**src/rtl/mips_pkg.sv**
```systemverilog
// Shared MIPS pipeline types: ALU op codes, forward selects
// and the ID/EX register bundle.
package mips_pkg;

    localparam int DATA_W = 32;
    localparam int REG_AW = 5;
    localparam int OP_W   = 3;

    typedef logic [OP_W-1:0]   alu_op_t;
    typedef logic [REG_AW-1:0] reg_idx_t;
    typedef logic [DATA_W-1:0] word_t;

    localparam alu_op_t ALU_ADD = 3'b000;
    localparam alu_op_t ALU_SUB = 3'b001;
    localparam alu_op_t ALU_OR  = 3'b010;
    localparam alu_op_t ALU_SLT = 3'b011;
    localparam alu_op_t ALU_AND = 3'b100;
    localparam alu_op_t ALU_XOR = 3'b101;

    typedef enum logic [1:0] {
        FWD_REG   = 2'b00,
        FWD_EXMEM = 2'b01,
        FWD_MEMWB = 2'b10
    } fwd_sel_t;

    typedef struct packed {
        logic     valid;
        alu_op_t  aluOp;
        reg_idx_t rs;
        reg_idx_t rt;
        reg_idx_t rd;
        word_t    rsData;
        word_t    rtData;
        word_t    imm;
        logic     aluSrc;
        logic     regWrite;
        logic     memRead;
        logic     memWrite;
        logic     memToReg;
    } id_ex_t;

    // Younger producer (EX/MEM) shadows the older one; r0 never forwards.
    function automatic fwd_sel_t fwd_pick(
        input reg_idx_t src,
        input logic     em_we,
        input reg_idx_t em_rd,
        input logic     mw_we,
        input reg_idx_t mw_rd
    );
        fwd_sel_t sel;
        sel = FWD_REG;
        if (em_we && em_rd != '0 && em_rd == src)
            sel = FWD_EXMEM;
        else if (mw_we && mw_rd != '0 && mw_rd == src)
            sel = FWD_MEMWB;
        return sel;
    endfunction

endpackage

```
**src/rtl/id_ex_stage_if.sv**
```systemverilog
// ID/EX boundary bundle: ID fields, later-stage writeback
// taps, and the EX-side operand/control outputs.
interface id_ex_stage_if;
    import mips_pkg::*;

    logic     id_valid;
    alu_op_t  id_aluOp;
    reg_idx_t id_rs;
    reg_idx_t id_rt;
    reg_idx_t id_rd;
    word_t    id_rsData;
    word_t    id_rtData;
    word_t    id_imm;
    logic     id_aluSrc;
    logic     id_regWrite;
    logic     id_memRead;
    logic     id_memWrite;
    logic     id_memToReg;
    logic     flush;

    logic     exmem_regWrite;
    reg_idx_t exmem_rd;
    word_t    exmem_result;
    logic     memwb_regWrite;
    reg_idx_t memwb_rd;
    word_t    memwb_data;

    logic     stall;
    logic     ex_valid;
    alu_op_t  aluOp;
    word_t    data1;
    word_t    data2;
    word_t    ex_storeData;
    reg_idx_t ex_rd;
    logic     ex_regWrite;
    logic     ex_memRead;
    logic     ex_memWrite;
    logic     ex_memToReg;

    modport master (
        output id_valid, id_aluOp, id_rs, id_rt, id_rd,
        output id_rsData, id_rtData, id_imm, id_aluSrc,
        output id_regWrite, id_memRead, id_memWrite,
        output id_memToReg, flush,
        output exmem_regWrite, exmem_rd, exmem_result,
        output memwb_regWrite, memwb_rd, memwb_data,
        input  stall, ex_valid, aluOp, data1, data2,
        input  ex_storeData, ex_rd, ex_regWrite,
        input  ex_memRead, ex_memWrite, ex_memToReg
    );

    modport slave (
        input  id_valid, id_aluOp, id_rs, id_rt, id_rd,
        input  id_rsData, id_rtData, id_imm, id_aluSrc,
        input  id_regWrite, id_memRead, id_memWrite,
        input  id_memToReg, flush,
        input  exmem_regWrite, exmem_rd, exmem_result,
        input  memwb_regWrite, memwb_rd, memwb_data,
        output stall, ex_valid, aluOp, data1, data2,
        output ex_storeData, ex_rd, ex_regWrite,
        output ex_memRead, ex_memWrite, ex_memToReg
    );

endinterface

```
**src/rtl/id_ex_stage_fwd_unit.sv**
```systemverilog
// Operand forward-select generation for the EX stage
// source registers.
module fwd_unit
    import mips_pkg::*;
(
    input  reg_idx_t i_ex_rs,
    input  reg_idx_t i_ex_rt,
    input  logic     i_exmem_we,
    input  reg_idx_t i_exmem_rd,
    input  logic     i_memwb_we,
    input  reg_idx_t i_memwb_rd,
    output fwd_sel_t o_fwd_a,
    output fwd_sel_t o_fwd_b
);

    assign o_fwd_a = fwd_pick(i_ex_rs,
                              i_exmem_we, i_exmem_rd,
                              i_memwb_we, i_memwb_rd);

    assign o_fwd_b = fwd_pick(i_ex_rt,
                              i_exmem_we, i_exmem_rd,
                              i_memwb_we, i_memwb_rd);

endmodule

```
**src/rtl/id_ex_stage.sv**
```systemverilog
// ID/EX pipeline register with load-use stall, flush bubble
// and EX operand forwarding.
module id_ex_stage
    import mips_pkg::*;
(
    input logic          clk,
    input logic          rst_n,
    id_ex_stage_if.slave bus
);

    id_ex_t   r_ex;
    id_ex_t   w_nxt;
    logic     w_haz;
    logic     w_bubble;
    fwd_sel_t w_fwd_a;
    fwd_sel_t w_fwd_b;
    word_t    w_opa;
    word_t    w_opb;

    assign w_haz = r_ex.valid & r_ex.memRead
                 & (r_ex.rd != '0) & bus.id_valid
                 & ((r_ex.rd == bus.id_rs)
                  | (r_ex.rd == bus.id_rt));

    assign w_bubble  = bus.flush | w_haz;
    assign bus.stall = w_haz & ~bus.flush;

    always_comb begin
        w_nxt = '0;
        if (!w_bubble) begin
            w_nxt.valid    = bus.id_valid;
            w_nxt.aluOp    = bus.id_aluOp;
            w_nxt.rs       = bus.id_rs;
            w_nxt.rt       = bus.id_rt;
            w_nxt.rd       = bus.id_rd;
            w_nxt.rsData   = bus.id_rsData;
            w_nxt.rtData   = bus.id_rtData;
            w_nxt.imm      = bus.id_imm;
            w_nxt.aluSrc   = bus.id_aluSrc;
            w_nxt.regWrite = bus.id_regWrite & bus.id_valid;
            w_nxt.memRead  = bus.id_memRead  & bus.id_valid;
            w_nxt.memWrite = bus.id_memWrite & bus.id_valid;
            w_nxt.memToReg = bus.id_memToReg & bus.id_valid;
        end
    end

    always_ff @(posedge clk or negedge rst_n) begin
        if (!rst_n)
            r_ex <= '0;
        else
            r_ex <= w_nxt;
    end

    fwd_unit u_fwd (
        .i_ex_rs    (r_ex.rs),
        .i_ex_rt    (r_ex.rt),
        .i_exmem_we (bus.exmem_regWrite),
        .i_exmem_rd (bus.exmem_rd),
        .i_memwb_we (bus.memwb_regWrite),
        .i_memwb_rd (bus.memwb_rd),
        .o_fwd_a    (w_fwd_a),
        .o_fwd_b    (w_fwd_b)
    );

    always_comb begin
        case (w_fwd_a)
            FWD_EXMEM: w_opa = bus.exmem_result;
            FWD_MEMWB: w_opa = bus.memwb_data;
            default:   w_opa = r_ex.rsData;
        endcase
    end

    always_comb begin
        case (w_fwd_b)
            FWD_EXMEM: w_opb = bus.exmem_result;
            FWD_MEMWB: w_opb = bus.memwb_data;
            default:   w_opb = r_ex.rtData;
        endcase
    end

    assign bus.data1        = w_opa;
    assign bus.data2        = r_ex.aluSrc ? r_ex.imm : w_opb;
    assign bus.ex_storeData = w_opb;
    assign bus.ex_valid     = r_ex.valid;
    assign bus.aluOp        = r_ex.aluOp;
    assign bus.ex_rd        = r_ex.rd;
    assign bus.ex_regWrite  = r_ex.regWrite;
    assign bus.ex_memRead   = r_ex.memRead;
    assign bus.ex_memWrite  = r_ex.memWrite;
    assign bus.ex_memToReg  = r_ex.memToReg;

endmodule
```
**src/flat_wrapper.sv**
```systemverilog
// flat-port wrapper written by rule: the top's interface ports become plain ports
module id_ex_stage_flat import mips_pkg::*;
  (clk, rst_n, bus_id_valid, bus_id_aluOp, bus_id_rs, bus_id_rt, bus_id_rd, bus_id_rsData, bus_id_rtData, bus_id_imm, bus_id_aluSrc, bus_id_regWrite, bus_id_memRead, bus_id_memWrite, bus_id_memToReg, bus_flush, bus_exmem_regWrite, bus_exmem_rd, bus_exmem_result, bus_memwb_regWrite, bus_memwb_rd, bus_memwb_data, bus_stall, bus_ex_valid, bus_aluOp, bus_data1, bus_data2, bus_ex_storeData, bus_ex_rd, bus_ex_regWrite, bus_ex_memRead, bus_ex_memWrite, bus_ex_memToReg);
  id_ex_stage_if bus_i ();
  input logic clk;
  input logic rst_n;
  input wire logic [$bits(bus_i.id_valid)-1:0] bus_id_valid;
  input wire logic [$bits(bus_i.id_aluOp)-1:0] bus_id_aluOp;
  input wire logic [$bits(bus_i.id_rs)-1:0] bus_id_rs;
  input wire logic [$bits(bus_i.id_rt)-1:0] bus_id_rt;
  input wire logic [$bits(bus_i.id_rd)-1:0] bus_id_rd;
  input wire logic [$bits(bus_i.id_rsData)-1:0] bus_id_rsData;
  input wire logic [$bits(bus_i.id_rtData)-1:0] bus_id_rtData;
  input wire logic [$bits(bus_i.id_imm)-1:0] bus_id_imm;
  input wire logic [$bits(bus_i.id_aluSrc)-1:0] bus_id_aluSrc;
  input wire logic [$bits(bus_i.id_regWrite)-1:0] bus_id_regWrite;
  input wire logic [$bits(bus_i.id_memRead)-1:0] bus_id_memRead;
  input wire logic [$bits(bus_i.id_memWrite)-1:0] bus_id_memWrite;
  input wire logic [$bits(bus_i.id_memToReg)-1:0] bus_id_memToReg;
  input wire logic [$bits(bus_i.flush)-1:0] bus_flush;
  input wire logic [$bits(bus_i.exmem_regWrite)-1:0] bus_exmem_regWrite;
  input wire logic [$bits(bus_i.exmem_rd)-1:0] bus_exmem_rd;
  input wire logic [$bits(bus_i.exmem_result)-1:0] bus_exmem_result;
  input wire logic [$bits(bus_i.memwb_regWrite)-1:0] bus_memwb_regWrite;
  input wire logic [$bits(bus_i.memwb_rd)-1:0] bus_memwb_rd;
  input wire logic [$bits(bus_i.memwb_data)-1:0] bus_memwb_data;
  output wire logic [$bits(bus_i.stall)-1:0] bus_stall;
  output wire logic [$bits(bus_i.ex_valid)-1:0] bus_ex_valid;
  output wire logic [$bits(bus_i.aluOp)-1:0] bus_aluOp;
  output wire logic [$bits(bus_i.data1)-1:0] bus_data1;
  output wire logic [$bits(bus_i.data2)-1:0] bus_data2;
  output wire logic [$bits(bus_i.ex_storeData)-1:0] bus_ex_storeData;
  output wire logic [$bits(bus_i.ex_rd)-1:0] bus_ex_rd;
  output wire logic [$bits(bus_i.ex_regWrite)-1:0] bus_ex_regWrite;
  output wire logic [$bits(bus_i.ex_memRead)-1:0] bus_ex_memRead;
  output wire logic [$bits(bus_i.ex_memWrite)-1:0] bus_ex_memWrite;
  output wire logic [$bits(bus_i.ex_memToReg)-1:0] bus_ex_memToReg;
  assign bus_i.id_valid = bus_id_valid;
  assign bus_i.id_aluOp = bus_id_aluOp;
  assign bus_i.id_rs = bus_id_rs;
  assign bus_i.id_rt = bus_id_rt;
  assign bus_i.id_rd = bus_id_rd;
  assign bus_i.id_rsData = bus_id_rsData;
  assign bus_i.id_rtData = bus_id_rtData;
  assign bus_i.id_imm = bus_id_imm;
  assign bus_i.id_aluSrc = bus_id_aluSrc;
  assign bus_i.id_regWrite = bus_id_regWrite;
  assign bus_i.id_memRead = bus_id_memRead;
  assign bus_i.id_memWrite = bus_id_memWrite;
  assign bus_i.id_memToReg = bus_id_memToReg;
  assign bus_i.flush = bus_flush;
  assign bus_i.exmem_regWrite = bus_exmem_regWrite;
  assign bus_i.exmem_rd = bus_exmem_rd;
  assign bus_i.exmem_result = bus_exmem_result;
  assign bus_i.memwb_regWrite = bus_memwb_regWrite;
  assign bus_i.memwb_rd = bus_memwb_rd;
  assign bus_i.memwb_data = bus_memwb_data;
  assign bus_stall = bus_i.stall;
  assign bus_ex_valid = bus_i.ex_valid;
  assign bus_aluOp = bus_i.aluOp;
  assign bus_data1 = bus_i.data1;
  assign bus_data2 = bus_i.data2;
  assign bus_ex_storeData = bus_i.ex_storeData;
  assign bus_ex_rd = bus_i.ex_rd;
  assign bus_ex_regWrite = bus_i.ex_regWrite;
  assign bus_ex_memRead = bus_i.ex_memRead;
  assign bus_ex_memWrite = bus_i.ex_memWrite;
  assign bus_ex_memToReg = bus_i.ex_memToReg;
  id_ex_stage u_core (.clk(clk), .rst_n(rst_n), .bus(bus_i));
endmodule
```
**config.mk**
```make
export PLATFORM = sky130hd
export DESIGN_NAME = id_ex_stage_flat
export DESIGN_NICKNAME = d
export VERILOG_FILES = /design/src/rtl/mips_pkg.sv /design/src/rtl/id_ex_stage_if.sv /design/src/rtl/id_ex_stage_fwd_unit.sv /design/src/rtl/id_ex_stage.sv /design/src/flat_wrapper.sv
export SDC_FILE = /design/constraint.sdc
export NUM_CORES = 1
export LEC_CHECK = 0
export ABC_CLOCK_PERIOD_IN_PS = 3200
export CORE_AREA = 2 2 107 187
export CTS_CLUSTER_DIAMETER = 80
export DETAILED_ROUTE_END_ITERATION = 7
export DIE_AREA = 0 0 109 189
export MAX_ROUTING_LAYER = met4
export PLACE_DENSITY_LB_ADDON = 0.2
export SYNTH_ARGS = -nofsm -noshare
export SYNTH_HDL_FRONTEND = slang
export SYNTH_HIERARCHICAL = 1
export SYNTH_SLANG_ARGS = --single-unit
```
**constraint.sdc**
```tcl
create_clock -name clk -period 3.2 [get_ports clk]
set_input_delay 0.32 -clock clk [delete_from_list [all_inputs] [get_ports clk]]
set_output_delay 0.32 -clock clk [all_outputs]
set_load 0.05 [all_outputs]
```
======== After elaboration in Yosys (flattened, before gate mapping) ========
Cells that the tools add are included.
Widths: inputs -> output; s select.
word-level totals
  register bits after elaboration ......... 120
  RAM bits ................................ 0
  output and inout bits ................... 110
  input port bits ......................... 199
  memories kept ........................... 0
  ROM bits ................................ 0
  bits in latches ......................... 0
operators by class
  bitwise logic cells ..................... 12
  equality and inequality tests ........... 10
  reduce and logical (&&, ||, !) cells .... 9
  add/subtract/negate cells ............... 0
  order comparisons ....................... 0
  multiplexer cells ....................... 8
  div/mod/pow operators ................... 0
  shifts and indexed selects .............. 0
  multiply operators ...................... 0
operator list
  kind                number
  $pmux 32 s2         2
  $mux 120            1
  $mux 32             1
  $eq 5x5->1          6
  $reduce_bool 5->1   3
  $and 1x1->1         9
  $mux 2              4
  $logic_and 1x1->1   6
  $eq 2x1->1 const B  2
  $eq 2x2->1 const B  2
  $or 1x1->1          2
  $not 1->1           1

======== Depth between registers and ports, before layout ========
Gate-level depths: netlist (run 1).
  word-level depth ........................ 8
  depth in mapped cells ................... 10
  gate-level depth less buffers ........... 9

======== Hierarchy ========
The synthesis (run 1) kept the hierarchy.
by module, submodules not included
  module       sequential area each (um^2)  cells an instance  instances  area each (um^2)
  id_ex_stage  3002.9                       689                1          6308.6
  fwd_unit     0.0                          34                 1          257.7

======== Worst setup path before layout (run 1) ========
OpenSTA, ideal clock, no wires.
  kind .................................... input port to output port
  start point ............................. input port bus_exmem_rd[0]
  end point ............................... output port bus_data2[23]
  required time ........................... 2.880 ns
  stages on the path ...................... 9
  setup slack ............................. -0.835 ns
  data arrival time ....................... 3.715 ns
  cell sequence ........................... or4_1 o21ai_2 nor4_1 nor4_1 ha_1 buf_2 clkbuf_1 o21ai_0 mux2_2
on the way
  word-level cells in the longest chain between the ends .. 7
  elaborated cells on any way between the ends .. 9
  classes of those cells .................. eq/ne: 3; mux: 3; reduce/logical: 3
ends and longest elaborated chain
  item                                      RTL line            source
  from (decl)                               flat_wrapper.sv:22  input wire logic [$bits(bus_i.exmem_rd)-1:0] bus_exmem_rd;
  $reduce_bool 5->1                         mips_pkg.sv:52      if (em_we && em_rd != '0 && em_rd == src)
  $logic_and 1x1->1                         mips_pkg.sv:52
  $logic_and 1x1->1 *                       mips_pkg.sv:52
  $mux 2 *                                  mips_pkg.sv:52
  net u_core.w_fwd_b[0]                     id_ex_stage.sv:16   fwd_sel_t w_fwd_b;
  $eq 2x2->1 or $eq 2x1->1 (tied branches)  id_ex_stage.sv:74   case (w_fwd_b)
  $pmux 32 s2 *                             id_ex_stage.sv:74
  net bus_ex_storeData[23]                  flat_wrapper.sv:32  output wire logic [$bits(bus_i.ex_storeData)-1:0] bus_ex_storeData;
  $mux 32 *                                 id_ex_stage.sv:82   assign bus.data2 = r_ex.aluSrc ? r_ex.imm : w_opb;
  to (decl)                                 flat_wrapper.sv:31  output wire logic [$bits(bus_i.data2)-1:0] bus_data2;
Mark *: on every way through the listed nets, which the timed path passes. The rest lies on a longest branch.

======== Worst setup path in the final report (run 1) ========
  start point ............................. register u_core/r_ex[110] (netlist bit)
  end point ............................... output port bus_data2[30]
on the way
  elaborated cells on any way between the ends .. 10
  classes of those cells .................. eq/ne: 4; mux: 4; reduce/logical: 2
RTL lines
  item                                      RTL line           source
  from (decl)                               id_ex_stage.sv:11  id_ex_t r_ex;
  from (signal assigned)                    id_ex_stage.sv:51  r_ex <= w_nxt;
  $eq 5x5->1 *                              mips_pkg.sv:52
  $logic_and 1x1->1 *                       mips_pkg.sv:52
  $mux 2 *                                  mips_pkg.sv:52
  net u_core.w_fwd_b[0]                     id_ex_stage.sv:16
  $eq 2x2->1 or $eq 2x1->1 (tied branches)  id_ex_stage.sv:74
  $pmux 32 s2 *                             id_ex_stage.sv:74
  $mux 32 *                                 id_ex_stage.sv:82
Marked as above.

==> metrics.txt, run 1 <==
Via Count roughly 6900; FF+latch count, synth 120; First-pass DRT Iterations 4; maximum clock path buffer count 2; CP endpoint kind output pin; antenna-violating nets left 0; P_int ~3.8 mW; CTS Sinks between 100 and 150; # rows 67; Synthesis Warnings 6; nets 1293; vias per inst 5.116; Wirelength per Cell 20.46 µm; final hold slack roughly 0.032 ns; root buf cell clkbuf_16; placed insts 1285; PnR worst setup slack -0.01695 ns; CP Launch Point u_core/r_ex[110]$_DFF_PN0_; most frequent cells in the layout 204 x clkdlybuf4s50_1, 119 x a21oi_1, 119 x dfrtp_1; initial antenna violation count 5; HP Class in -> async; Port Buffers 308; Synth cell types 27; leakage power total 5.439 nW; failing checks setup timing; Num CTS Buffers 17; Design Area, Final 13150 µm²; R2R Path Start u_core/bus.ex_rd[4]$_DFF_PN0_; max incr delay on CP 0.39 ns; Max Cap Violations 0; DIE AREA 20600 µm²; Post-Syn Nets ~900; clk slew on worst S/H paths 0.06 ns; WL met2 ~15000 µm; dpl hpwl 18270 µm; clock skew 0.01443 ns; Multi-input gate area between 4000 and 5000 µm²; Mapped Cells between 700 and 800; crit path buf inv count 4; relative slew slack 0.4001; met1 wire length 9633 µm; area of the core 19030 µm²; Die H between 150 and 200 µm; Post-CTS Hold Buffers 0; Cell Area, Synth 6566 µm²; Seq/Total Area, Yosys 0.4573; layout cell share with drive strength beyond 1 0.3557; Sw Share 0.2867; Final Setup Violations 6; CP Cell Sequence xnor2_1 -> nand3_1 -> nor4_4 -> nor4_2 -> buf_4 -> ha_4 -> buf_6 -> clkbuf_16 -> nand2_4 -> o21ai_4 -> mux2_4 -> buf_8; Yosys top cell by area dfrtp_1; Fill cells 1427; met3 routed wirelength roughly 1500 µm; Pwr per Cell Area around 400 nW/µm²; Crit Path Class reg -> out; leading cell type in the layout, fill and taps excluded clkdlybuf4s50_1; status complete, but fails checks; CTS tree yes; count of pins over their slew limit 0; Clock Latency Late Sink around 0.41 ns; CTS H-tree lvls 4; sequential share of power 0.311; Worst Path Max Fanout 8; Die W 109 µm; Comb power frac 0.290; area growth from synthesis to layout 100.3%; GR Overflow Total 0; first-pass GRT wire length 40270 µm; Req. time, crit path 2.88 ns; mean post-synth cell area 9.082 µm²; worst path arrival time 2.90 ns; RD Place Congestion approximately 0.85; Tot GR Track Use 0.2690; Top Layer Used met4; Max IR drop VDD 0.3806 mV; DRC viols 0; NetSw 1.516 mW; top cell type's share of synthesized area 0.4573; Worst-Margin Slew 0.8998 ns; sequential cell area between 3000 and 4000 µm²; largest cells by area after synthesis dfrtp_1 46%, nand2b_1 11%, a21oi_1 9.1%; f_max 0.3109 GHz; RSZ-0062 raised after global routing true; clock network fraction of total power 0.399; Slowest cell on crit path dfrtp_1; DRT iter0 DRCs roughly 320; period utilisation layout 1.005; post-layout min period 3.217 ns; post-placement cell area ~11000 µm²; largest net degree at the start of global routing 76; final hold viol count 0; num ports between 300 and 400; vias in the first global route around 7400; Total Wirelength 27590 µm; Starting Density 0.3451; fin cells 1348; Top delay family on crit path buffers and inverters; Startpoint Class register
==> sequential cells by signal, indices dropped and copies added (netlist names) <==
register and flops:
u_core/r_ex 107, u_core/bus.ex_regWrite 1, u_core/bus.aluOp 3, u_core/bus.ex_memWrite 1, u_core/bus.ex_memToReg 1, u_core/bus.ex_valid 1, u_core/bus.ex_memRead 1, u_core/bus.ex_rd 5
==> path summary, 6_finish.rpt <==
path	to	slack [ns]	cells past startpoint
worst max register to register	u_core/r_ex[82]$_DFF_PN0_	1.23	5
worst min-delay path	u_core/r_ex[43]$_DFF_PN0_	0.03	1
worst max-delay path	bus_data2[30]	-0.02	12
worst min register to register	u_core/r_ex[5]$_DFF_PN0_	1.00	4
min in group clk	u_core/bus.ex_memWrite$_DFF_PN0_	0.44	3
max in group asynchronous	u_core/r_ex[94]$_DFF_PN0_	2.33	2
==> metal layers <==
metal  track usage  up-vias
met5             -        -
met4        0.1252        0
met3       0.05749       61
met2        0.4766      253
met1        0.2772     3353
li1              -     3230
==> synth_stat cells (all sizes together) <==
library cell    n
or4             2
o22ai           1
a21boi          1
mux2           32
buf            33
nor3            1
inv             4
a22oi          64
and3b           1
ha              4
o21ai          65
nor4            4
nand3           5
clkbuf         44
nand2          72
nor2b           1
nand4           2
nand2b        115
nor2            2
xnor2          26
xor2            4
a21oi         120
dfrtp         120
==> power groups by stage <==
stage          combinational, mW  clock, mW  sequential, mW
2_1_floorplan              0.666          0            1.65
3_3_place_gp                1.39          0            1.66
3_5_place_dp                1.40          0            1.66
4_1_cts                     1.46       2.14            1.63
5_1_grt                     1.61       2.22            1.65
6_report                    1.53       2.11            1.64
==> per-stage QoR <==
step / setup WS [ns] / total power [mW] / setup TNS, ns / utilization
global placement: -0.3676 / 3.051 / -21.17 / 0.6025
finish: -0.01695 / 5.286 / -0.04987 / 0.6912
global route: -0.08291 / 5.483 / -2.167 / 0.6912
detailed placement: -0.4040 / 3.064 / -24.17 / 0.6025
CTS: 0.002055 / 5.235 / 0 / 0.6601
floorplan: -0.3065 / 2.318 / -3.766 / -
==> layout make-up <==
cell class / instances / share of cell area
Clock inverter: 12 / 0.01513
Antenna cell: 5 / 0.0009513
Multi-Input combinational cell: 522 / 0.3116
Tap cell: 241 / 0.02293
Timing Repair Buffer: 425 / 0.3861
Inverter: 4 / 0.001142
Sequential cell: 120 / 0.2284
Clock buffer: 19 / 0.03368
==> what timing repair did <==
action                                  4_1_cts  5_1_grt
setup buffers                                 8       16
pin swaps                                    34       26
hold endpoints to repair                      0        0
resized for setup                            91      108
gates cloned                                  2        4
endpoints found under the setup margin       96       71
==> cell families (layout without fill, tap and decap cells) <==
family	after synthesis	after routing	share of synthesized area
XOR/XNOR	30	30	0.04001
buffers and inverters	81	460	0.05507
AND/OR/NAND/NOR	205	205	0.1667
adder cells (fa/ha/maj)	4	4	0.007622
flip-flops	120	120	0.4573
AO/OA/AOI/OAI	251	251	0.2184
other	0	5	0
multiplexers	32	32	0.05488
Note: power is estimated with default switching activity, not from simulation.
==> inputs of run 2 (changes only) <==
--- a/config.mk
+++ b/config.mk
@@ -5,11 +5,12 @@
 export SDC_FILE = /design/constraint.sdc
 export NUM_CORES = 1
 export LEC_CHECK = 0
-export ABC_CLOCK_PERIOD_IN_PS = 3200
-export CORE_AREA = 2 2 107 187
+export ABC_CLOCK_PERIOD_IN_PS = 4100
+export CORE_AREA = 2 2 95 165
+export CTS_BUF_LIST = sky130_fd_sc_hd__clkbuf_16
 export CTS_CLUSTER_DIAMETER = 80
 export DETAILED_ROUTE_END_ITERATION = 7
-export DIE_AREA = 0 0 109 189
+export DIE_AREA = 0 0 97 167
 export MAX_ROUTING_LAYER = met4
 export PLACE_DENSITY_LB_ADDON = 0.2
 export SYNTH_ARGS = -nofsm -noshare
==> constraint.sdc (replaced) <==
create_clock -name clk -period 4.1 [get_ports clk]
set_input_delay 0.41 -clock clk [delete_from_list [all_inputs] [get_ports clk]]
set_output_delay 0.41 -clock clk [all_outputs]
set_load 0.05 [all_outputs]
==> run 2 against run 1 <==
The run now ends clean. Highest routed layer unchanged. Final area fell by 15%. Worst hold slack gained 0.046 ns. Combinational power fell by 31%. Sequential power decreased by 23%. Die area is 21% lower. Routed wire length fell by 1.3%. Count of clock-buffer cells in the layout is 2 lower. Register-to-register slack better by 0.22 ns. Total power decreased by 27%. Global-route usage increased by 7.6 points.
==> metrics.txt, run 2 (synthesis gave the netlist of run 1 again) <==
layout cell share with drive strength beyond 1 0.2114 (-0.1443); Clock Latency Late Sink 0.42 ns (about the same); Tot GR Track Use 0.3449 (+0.07590); Total Wirelength 27240 µm (-1.3%); root buf cell clkbuf_16; Crit Path Class in -> out; Largest register FFs 107 (unchanged); TNS Setup 0 ns (+0.04987 ns); Final Core Density 0.7558 (+0.06463); Num CTS Buffers 17 (unchanged); dpl hpwl 20220 µm (+11%); num ports 309 (unchanged); Max Cap Violations 0 (unchanged); First-pass DRT Iterations 5 (+1); Via Count 6649 (-3.6%); Worst-Margin Slew 0.9200 ns (+0.02018 ns); DRT iter0 DRCs 341 (+6.9%); leading cell type in the layout, fill and taps excluded clkdlybuf4s50_1; HP Class in -> async; CP Cell Sequence clkdlybuf4s50_1 -> or4_1 -> o21ai_2 -> nor4_1 -> nor4_2 -> ha_2 -> buf_12 -> a22oi_1 -> o21ai_0 -> mux2_2 -> buf_12; Starting Density 0.4425 (+0.09747); f_max 0.2522 GHz; initial antenna violation count 2 (-3); CTS tree yes; vias in the first global route 6967 (-5.5%); Die W 97 µm (-11%); nets 1226 (-5.2%); relative slew slack 0.3867 (-0.01345); Critical Path Most Common Cell buf_12; CTS Sinks 120 (unchanged); Overall Power 3.833 mW (-27%); Slowest cell on crit path or4_1; DIE AREA 16200 µm² (-21%); RSZ-0062 raised after global routing false; # rows 59 (-12%); fin cells 1221 (-9.4%); Req. time, crit path 3.69 ns (+0.81 ns); antenna-violating nets left 0 (unchanged); placed insts 1187 (-7.6%); area growth from synthesis to layout 70.79%; GR Overflow Total 0 (unchanged); final hold viol count 0 (unchanged); clk slew on worst S/H paths 0.06 ns (about the same); Die H 167 µm (-12%); worst path arrival time 3.55 ns (+0.65 ns); leakage power total 4.725 nW (-13%); maximum clock path buffer count 2 (unchanged); register bank with the most flops u_core/r_ex; area of the core 14840 µm² (-22%); CP endpoint kind output pin; vias per inst 5.446 (+6.4%); most frequent cells in the layout 210 x clkdlybuf4s50_1, 120 x dfrtp_1, 119 x a21oi_1; first-pass GRT wire length 40610 µm (+0.84%); Startpoint Class primary input; Wirelength per Cell 22.31 µm (+9.0%); Port Buffers 308 (unchanged); clock skew 0.01386 ns (-0.0005620 ns); Design Area, Final 11210 µm² (-15%); Final Setup Violations 0 (-6); Max IR drop VDD 0.2815 mV (-26%); post-layout min period about 4.0 ns; CTS H-tree lvls 4 (unchanged); period utilisation layout 0.9669; count of pins over their slew limit 0 (unchanged); status finished, final reports clean; max incr delay on CP 0.55 ns (+0.16 ns); Pwr per Cell Area 341.8 nW/µm² (-15%); post-placement cell area 10590 µm² (-7.6%); Worst Path Max Fanout 22 (+14); RD Place Congestion 0.9167 (+8.4%); largest net degree at the start of global routing 89 (+17%); DRC viols 0 (unchanged)
-- run 2: cell count changes in the layout (fill, tap and decap cells not counted), sizes merged --
cell	previous run	this run
dlygate4sd2	1	0
buf	216	148
inv	5	11
bufinv	5	2
diode	5	2
clkinv	5	2
clkdlybuf4s50	204	210
clkinvlp	1	4
clkbuf	23	17
-- run 2: worst max-delay path, delay by kind of cell --
family | cells | cell delay, ns
buffers and inverters | 3 | 0.78
and+or+nand+nor | 3 | 0.99
muxes | 1 | 0.28
adders and majority gates | 1 | 0.43
AOI/OAI and AO/OA | 3 | 0.65
-- run 2: layout make-up --
| class | count | area [µm²] |
|---|---|---|
| fill | 1058 | 3623 |
| inverter | 4 | 15.01 |
| clock inverter | 15 | 166.4 |
| multi-input combinational | 522 | 3247 |
| timing repair buffer | 358 | 4124 |
| antenna | 2 | 5.005 |
| tap | 183 | 229.0 |
| clock buffer | 17 | 425.4 |
| sequential | 120 | 3003 |
-- run 2: timing repair --
action                     CTS  global route
setup buffers                0             0
setup endpoints to repair    0            58
resized for setup            0             4
hold buffers                 0             0
-- run 2: worst paths after layout --
kind,from,to,slack [ns],cells past startpoint
max,bus_exmem_rd[0],bus_data2[15],0.14,11
min,rst_n,u_core/r_ex[114]$_DFF_PN0_,0.08,1
max reg2reg,u_core/bus.ex_rd[0]$_DFF_PN0_,u_core/bus.ex_valid$_DFF_PN0_,1.45,6
min reg2reg,u_core/bus.ex_memRead$_DFF_PN0_,u_core/r_ex[11]$_DFF_PN0_,1.04,4
max in group asynchronous,rst_n,u_core/r_ex[85]$_DFF_PN0_,3.06,2
min in group clk,bus_id_memWrite,u_core/bus.ex_memWrite$_DFF_PN0_,0.51,3
-- run 2: report_power, final --
part / leakage, nW / internal (mW) / total, mW / switching [mW]
logic: 2.90 / 0.498 / 1.05 / 0.551
registers: 1.55 / 1.24 / 1.27 / 0.0276
clock network: 0.281 / 0.907 / 1.51 / 0.605
total: 4.73 / 2.65 / 3.83 / 1.18
-- run 2: per-stage QoR --
| stage | worst slack (ns) | hold slack (ns) |
|---|---|---|
| final | 0.1356 | 0.07818 |
| after floorplan | -0.1154 | 0.1144 |
| after global placement | 0.08497 | 0.5480 |
| after global routing | 0.02505 | 0.1367 |
| after detailed placement | 0.05787 | 0.5463 |
| after CTS | 0.04818 | 0.1065 |
-- run 2: metal layers --
layer	track usage	up-vias	part of all wire
met5	-	-	0
met4	0.2002	0	0.061
met3	0.07386	65	0.059
met2	0.6362	310	0.56
met1	0.3226	3176	0.32
li1	-	3098	-
==> inputs of run 3 (changes only) <==
--- a/config.mk
+++ b/config.mk
@@ -5,7 +5,6 @@
 export SDC_FILE = /design/constraint.sdc
 export NUM_CORES = 1
 export LEC_CHECK = 0
-export ABC_CLOCK_PERIOD_IN_PS = 4100
 export CORE_AREA = 2 2 95 165
 export CTS_BUF_LIST = sky130_fd_sc_hd__clkbuf_16
 export CTS_CLUSTER_DIAMETER = 80
==> results of run 3 <==
Same layout as run 2: the final DEF is identical, and so are final timing and power.
